`src/rtl/cla_4bit_pkg.sv`:
```
// -----------------------------------------------------------------------------
// cla_4bit_pkg
// Shared definitions for the 4-bit carry-lookahead adder slice.
//   CLA_WIDTH - operand / sum width (fixed at 4)
//   cla_vec_t - 4-bit operand / sum vector type
// -----------------------------------------------------------------------------
package cla_4bit_pkg;

    localparam int CLA_WIDTH = 4;

    typedef logic [CLA_WIDTH-1:0] cla_vec_t;

endpackage : cla_4bit_pkg

```
`src/rtl/cla_4bit_lookahead.sv`:
```
// -----------------------------------------------------------------------------
// cla_lookahead_unit
// Purely combinational 4-bit lookahead unit. Given per-bit (or per-group)
// propagate/generate and a carry-in, it produces every carry directly as a
// two-level sum of products, plus group propagate/generate. The same block
// serves as the second-level unit when four cla_4bit slices are cascaded.
//
// Ports:
//   p[3:0]   in   propagate terms
//   g[3:0]   in   generate terms
//   cin      in   carry into bit 0
//   c[4:1]   out  carries into bits 1..3 and the carry-out (c[4])
//   group_p  out  all four positions propagate
//   group_g  out  the group generates a carry regardless of cin
// -----------------------------------------------------------------------------
module cla_lookahead_unit
    import cla_4bit_pkg::*;
(
    input  cla_vec_t   p,
    input  cla_vec_t   g,
    input  logic       cin,
    output logic [4:1] c,
    output logic       group_p,
    output logic       group_g
);

    // Each carry is written out in full from p/g/cin; no carry term feeds
    // another, so every carry is two gate levels deep.
    always_comb begin
        c[1] = g[0]
             | (p[0] & cin);
        c[2] = g[1]
             | (p[1] & g[0])
             | (p[1] & p[0] & cin);
        c[3] = g[2]
             | (p[2] & g[1])
             | (p[2] & p[1] & g[0])
             | (p[2] & p[1] & p[0] & cin);
        c[4] = g[3]
             | (p[3] & g[2])
             | (p[3] & p[2] & g[1])
             | (p[3] & p[2] & p[1] & g[0])
             | (p[3] & p[2] & p[1] & p[0] & cin);

        group_p = p[3] & p[2] & p[1] & p[0];
        group_g = g[3]
                | (p[3] & g[2])
                | (p[3] & p[2] & g[1])
                | (p[3] & p[2] & p[1] & g[0]);
    end

endmodule : cla_lookahead_unit

```
`src/rtl/cla_4bit.sv`:
```
// -----------------------------------------------------------------------------
// cla_4bit
// Four-bit carry-lookahead adder with registered outputs:
// {cout,sum} = in_a + in_b + cin, one cycle after the operands are sampled.
// Group propagate/generate are registered alongside so a higher-level
// lookahead unit can combine several slices.
//
// Interface: no handshake. Inputs are sampled on every rising edge of clk
// (no enable); the outputs always hold the result of the last sampled
// operands. rst is asynchronous and active-high and forces all outputs to 0
// immediately, discarding any pending result.
//
// Ports:
//   clk      in   rising-edge clock
//   rst      in   asynchronous active-high reset
//   in_a     in   operand A (unsigned, 4 bits)
//   in_b     in   operand B (unsigned, 4 bits)
//   cin      in   carry-in
//   sum      out  registered sum bits [3:0]
//   cout     out  registered carry-out (sum bit 4)
//   group_p  out  registered group propagate
//   group_g  out  registered group generate
// -----------------------------------------------------------------------------
module cla_4bit
    import cla_4bit_pkg::*;
(
    input  logic     clk,
    input  logic     rst,
    input  cla_vec_t in_a,
    input  cla_vec_t in_b,
    input  logic     cin,
    output cla_vec_t sum,
    output logic     cout,
    output logic     group_p,
    output logic     group_g
);

    cla_vec_t   w_p;
    cla_vec_t   w_g;
    logic [4:0] w_c;
    cla_vec_t   w_sum;
    logic       w_group_p;
    logic       w_group_g;

    cla_vec_t   r_sum;
    logic       r_cout;
    logic       r_group_p;
    logic       r_group_g;

    assign w_p = in_a ^ in_b;
    assign w_g = in_a & in_b;

    // c[0] is the external carry-in; c[4:1] come straight from the
    // lookahead unit.
    assign w_c[0] = cin;

    cla_lookahead_unit u_lookahead (
        .p       (w_p),
        .g       (w_g),
        .cin     (cin),
        .c       (w_c[4:1]),
        .group_p (w_group_p),
        .group_g (w_group_g)
    );

    assign w_sum = w_p ^ w_c[3:0];

    always_ff @(posedge clk or posedge rst) begin
        if (rst) begin
            r_sum     <= '0;
            r_cout    <= 1'b0;
            r_group_p <= 1'b0;
            r_group_g <= 1'b0;
        end else begin
            r_sum     <= w_sum;
            r_cout    <= w_c[4];
            r_group_p <= w_group_p;
            r_group_g <= w_group_g;
        end
    end

    assign sum     = r_sum;
    assign cout    = r_cout;
    assign group_p = r_group_p;
    assign group_g = r_group_g;

endmodule : cla_4bit

```
`config.mk`:
```
export PLATFORM = sky130hd
export DESIGN_NAME = cla_4bit
export DESIGN_NICKNAME = d
export VERILOG_FILES = /design/src/rtl/cla_4bit_pkg.sv /design/src/rtl/cla_4bit_lookahead.sv /design/src/rtl/cla_4bit.sv
export SDC_FILE = /design/constraint.sdc
export NUM_CORES = 1
export LEC_CHECK = 0
export ABC_CLOCK_PERIOD_IN_PS = 850
export CORE_AREA = 4 4 41 43
export DETAILED_ROUTE_END_ITERATION = 12
export DIE_AREA = 0 0 45 47
export SLEW_MARGIN = 10
export SYNTH_ARGS = -nofsm -noshare
export SYNTH_HDL_FRONTEND = slang
export SYNTH_SLANG_ARGS = --single-unit
```
`constraint.sdc`:
```
create_clock -name clk -period 0.85 [get_ports clk]
set_input_delay 0.1275 -clock clk [delete_from_list [all_inputs] [get_ports clk]]
set_output_delay 0.1275 -clock clk [all_outputs]
set_load 0.03 [all_outputs]
```
**Word level (Yosys, flattened, before mapping)**

Cells that the tools add are included.

- Bitwise gates (word level): 29

Operator list:

| kind | number |
|---|---|
| $and A1 B1 Y1 | 16 |
| $or A1 B1 Y1 | 10 |
| $xor A4 B4 Y4 | 2 |
| $and A4 B4 Y4 | 1 |

- Register bits: 7
- Output and inout port bits: 7
- Word-level logic and storage cells: 33

**Longest topological paths before layout**

- Word-level depth: 6
- Gate-level depth with buffers: 4
- Gate-level depth less buffers: 4

**Hierarchy**

From an unflattened synthesis, not the netlist that was laid out.

- Cells, all modules: 30
- Area, all modules: 339.1 um^2

Modules (own cells, without submodules):

| module | area each (um^2) | cells an instance | times used |
|---|---|---|---|
| cla_4bit | 264.0 | 16 | 1 |
| cla_lookahead_unit | 75.1 | 14 | 1 |

**Worst setup path after synthesis**

OpenSTA, ideal clock, no wires.

- Path type: input -> register
- From: in in_a[1]
- To: reg r_cout, in the netlist cout
- Slack: -0.194 ns
- Arrival time: 0.926 ns
- Required time: 0.732 ns
- Buffers on the path: 0
- Stages on the path: 4
- Path through: ha_1 > a41oi_2 > o21ai_2 > a21o_1

- Word-level cells in the longest chain between the ends: 5

RTL lines:

| item | line | source |
|---|---|---|
| start: declaration | cla_4bit.sv:29 | `input cla_vec_t in_a,` |
| $and A4 B4 Y4 / $xor A4 B4 Y4 (equally long branches) | cla_4bit.sv:51, cla_4bit.sv:50 |  |
| $and A1 B1 Y1, on equally long branches | cla_4bit_lookahead.sv:41, cla_4bit_lookahead.sv:42, cla_4bit_lookahead.sv:43 |  |
| $or A1 B1 Y1 (tied with other cells) | cla_4bit_lookahead.sv:41 | `\| (p[3] & p[2] & g[1])` |
| $or A1 B1 Y1 / $and A1 B1 Y1 (equally long branches) | cla_4bit_lookahead.sv:42, cla_4bit_lookahead.sv:43 |  |
| $or A1 B1 Y1 (*) | cla_4bit_lookahead.sv:43 | `\| (p[3] & p[2] & p[1] & p[0] & cin);` |
| via u_lookahead.c, one bit | cla_4bit_lookahead.sv:22 | `output logic [4:1] c,` |
| end signal: assignment | cla_4bit.sv:76 | `r_cout <= w_c[4];` |
| end: declaration | cla_4bit.sv:46 | `logic r_cout;` |

The timed path passes the listed nets; every way through them passes the cells marked *.

**Worst setup path in the final report**

- From: reg r_sum[1], in the netlist sum[1]
- To: out sum[1]

RTL lines:

| item | line | source |
|---|---|---|
| start: declaration | cla_4bit.sv:45 | `cla_vec_t r_sum;` |
| start signal: assignment | cla_4bit.sv:75 | `r_sum <= w_sum;` |
| end: declaration | cla_4bit.sv:32 | `output cla_vec_t sum,` |

No word-level cell between the ends.

==> results.md <==
Run status:
- The flow ran to the end, but the final reports show violations.
- The checks that failed: setup timing.

Power:
- The analysis attributes to cell leakage a power of 0.322 nW.
- The analysis attributes to net switching a power of 0.357 mW.
- Net switching is 31.2% of the power.
- Power spread over the standard cell area amounts to 1740 mW/mm^2.
- The worst vdd rail ir drop is 0.000457 V.
- The internal power of the cells totals 0.788 mW.
- The share of total power dissipated in sequential elements is 35.4%.
- Of the total power, combinational logic draws 39.2%.
- The share of total power dissipated in the clock network is 25.3%.

Logic synthesis:
- The average instance in the mapped netlist occupies 12.4 sq um.
- The synthesized netlist contains 13 unique library cells.
- The Yosys step of the flow raised 0 warnings.
- Counting every net in the synthesized netlist gives 46.
- The post-synthesis sequential element count is 7.
- The sequential share of the synthesized area is 47.0%.
- The combined area of all synthesized cells is 373 sq um.
- Synthesis produced a netlist whose cell count is 30.

GRT:
- The via count of the first global-routing pass was 322.
- Entering global routing, the biggest net connects 8 pins.
- The number of antenna violations at the first check in global routing is 0.
- The first global-routing pass estimated 1.17 mm of wire.
- Global routing used 7.83% of the available tracks across all layers.
- The aggregate global routing overflow is 0.

Cells and area:
- Once layout is complete, the cells apart from fillers number 70.
- The ratio of cells with drive above 1 in the final layout is 54.5%.
- The area added between synthesis and finish is 76.2%.
- In the final layout, the multi-input gates occupy 239 sq um.
- The number of nets in the final layout is 72.
- The filler cells instantiated in the layout total 130.
- The number of antenna diodes is 0.
- Across the whole layout, storage elements account for 175 sq um.

Timing:
- Setup repair after global routing could not meet its margin everywhere.
- Setup violations remaining at the end of the flow were counted as 7.
- The achievable clock frequency is 1140 MHz.
- At the pin with the least slew margin, the transition time is 0.248 ns.
- Headroom to the max-slew limit came out at 83.4%.
- The hold violation total from the final report came to 0.
- The final count of pins violating max slew is 0.
- The setup slack after layout is -0.0286 ns.
- The final critical path takes up 103% of the cycle.
- Subtracting the final worst setup slack from the clock period gives 0.879 ns.

Floorplanning:
- The initialized floorplan defines 13 standard-cell rows.
- The effective utilization at floorplan is 28.7%.
- The die is 47 microns tall.
- The width of the die is 45 microns.
- The die area is 0.00212 sq mm.
- In this run the standard cell core region covers 0.00130 sq mm.
- For this design the top-level I/O count stands at 18.

Setup path:
- The worst path arrival time is 0.75 ns.
- The critical path starts at sum[1]$_DFF_PP0_.
- The worst setup path endpoint is sum[1].
- The category of the worst setup path launch point is a flop.
- The largest fanout on the critical path is 1.
- The slowest cell on the critical path is dfrtp_1.
- The cell type group with the largest total delay on the critical path is flip-flops.
- The data required time of the critical path is 0.72 ns.
- The worst setup path is captured at an output pin.
- The signal on the critical path passes through buf_6.
- The number of buffers and inverters on the critical path is 1.
- For this run, the slowest stage of the critical path takes 0.37 ns.
- The worst setup path is of the flop to output pin kind.
- The number of stages on the worst setup path is 1.

Drt:
- For this run, the detailed router's first-pass iteration total came to 1.
- The post-detailed-route DRC marker count is 0.
- The total via count after detailed routing is 312.
- The total wirelength of the detailed-routed design is 770 microns.
- The initial detailed-routing violation count is 0.
- Using the TritonRoute via totals, the vias-per-cell ratio works out to 4.46.
- The mean routed wirelength per cell is 11.0 microns.
- The detail route stage leaves a number of antenna-violating nets equal to 0.

Placement:
- The worst slack after detailed placement is -0.575 ns.
- The count of input and output buffers is 17.
- Including well taps, the total number of placed cells is 64.
- The post-detailed-placement half-perimeter wirelength is 642 microns.
- The final RePlAce weighted congestion is 0.797.

Clocking:
- The clock passes through at most 2 buffers.
- The tree is rooted in a clkbuf_4.
- After clock tree synthesis, the clock-pin slew on the worst setup and hold paths is 0.05 ns.
- The number of CTS-inserted buffers is 3.
- The TritonCTS clock tree is done.
- In this run the number of H-tree levels came out at 1.
- The number of clock sinks is 7.
- The cts-stage hold buffer count is 0.

Flow run:
- The tool flagged a number of max-cap violations equal to 0.

Hold path:
- The tightest min-delay check is of the input port to async pin type.
-- worst min-delay path by stage --
stage | endpoint
global route | sum[2]$_DFF_PP0_
detailed placement | sum[3]$_DFF_PP0_
finish | sum[0]$_DFF_PP0_
global placement | group_p$_DFF_PP0_
CTS | sum[0]$_DFF_PP0_
floorplan | cout$_DFF_PP0_
-- flip-flops by register name, summed over array words and instances, names as in the netlist --
| signal | count |
|---|---|
| sum | 4 |
| cout | 1 |
| group_g | 1 |
| group_p | 1 |
-- routing by layer --
metal / GRT usage (%) / vias up / share of wire, %
li1: - / 150 / -
met1: 7.28 / 147 / 35
met2: 14.7 / 13 / 55
met3: 0 / 2 / 8.4
met4: 8.77 / 0 / 1.8
met5: 0 / - / 0
-- logic make-up after synthesis --
kind of cell	synth area share (%)
compound gates	18.5
flops	47.0
buf+inv	6.04
fa+ha+maj	18.8
xor+xnor	7.05
simple gates	2.68
-- per-stage QoR --
| step | utilization [%] | hold slack (ns) | power, mW | instance area [sq um] | setup TNS [ns] |
|---|---|---|---|---|---|
| global placement | 46.2 | 0.365 | 0.806 | 601 | -3.82 |
| finish | 50.5 | 0.110 | 1.14 | 657 | -0.181 |
| floorplan | - | -0.0691 | 0.642 | 414 | -0.0998 |
| detailed placement | 46.2 | 0.376 | 0.814 | 601 | -3.86 |
| CTS | 51.2 | 0.114 | 1.17 | 667 | -0.281 |
| global route | 50.5 | 0.157 | 1.20 | 657 | -0.336 |
-- cell usage in the layout (no fill, tap or decap) --
cell type        Yosys  layout
dfrtp_1              7       7
buf_6                0       7
inv_1                6       6
buf_2                0       5
ha_4                 0       4
buf_4                0       4
a21o_1               3       3
clkbuf_4             0       3
dlygate4sd2_1        0       3
xnor2_1              2       2
a21oi_2              1       1
a21oi_4              0       1
a41oi_2              1       1
o21ai_2              1       1
xor2_1               1       1
o21bai_1             1       1
and4_2               1       1
fa_2                 0       1
clkbuf_1             0       1
clkdlybuf4s50_1      0       1
clkbuf_2             0       1
-- timing repair --
item | CTS | global route
cloned | 0 | 0
endpoints found under the setup margin | 14 | 10
gates resized for setup | 33 | 3
setup buffers | 1 | 1
pin swaps | 4 | 4
-- cell usage after synthesis --
| cell type | number | area share, % |
|---|---|---|
| xor2_1 | 1 | 2.3 |
| inv_1 | 6 | 6.0 |
| ha_1 | 4 | 13 |
| xnor2_1 | 2 | 4.7 |
| o21ai_2 | 1 | 2.3 |
| o21bai_1 | 1 | 2.0 |
| dfrtp_1 | 7 | 47 |
| a21oi_1 | 1 | 1.3 |
| fa_1 | 1 | 5.4 |
| a21o_1 | 3 | 6.0 |
| and4_2 | 1 | 2.7 |
| a21oi_2 | 1 | 2.3 |
| a41oi_2 | 1 | 4.4 |
-- power groups by stage --
stage | Sequential [mW] | Clock [mW] | Combinational, mW
6_report | 0.405 | 0.290 | 0.449
5_1_grt | 0.409 | 0.310 | 0.480
4_1_cts | 0.406 | 0.306 | 0.452
3_5_place_dp | 0.402 | 0 | 0.412
3_3_place_gp | 0.400 | 0 | 0.406
2_1_floorplan | 0.505 | 0 | 0.137
-- cell type report --
| class | instances | area share, % |
|---|---|---|
| flip-flops and latches | 7 | 26.7 |
| clock buffers | 4 | 4.00 |
| well taps | 15 | 2.86 |
| repair buffers | 21 | 26.7 |
| inverters | 6 | 3.43 |
| multi-input cells | 17 | 36.4 |
No activity file was read; power rests on OpenSTA's default activity.
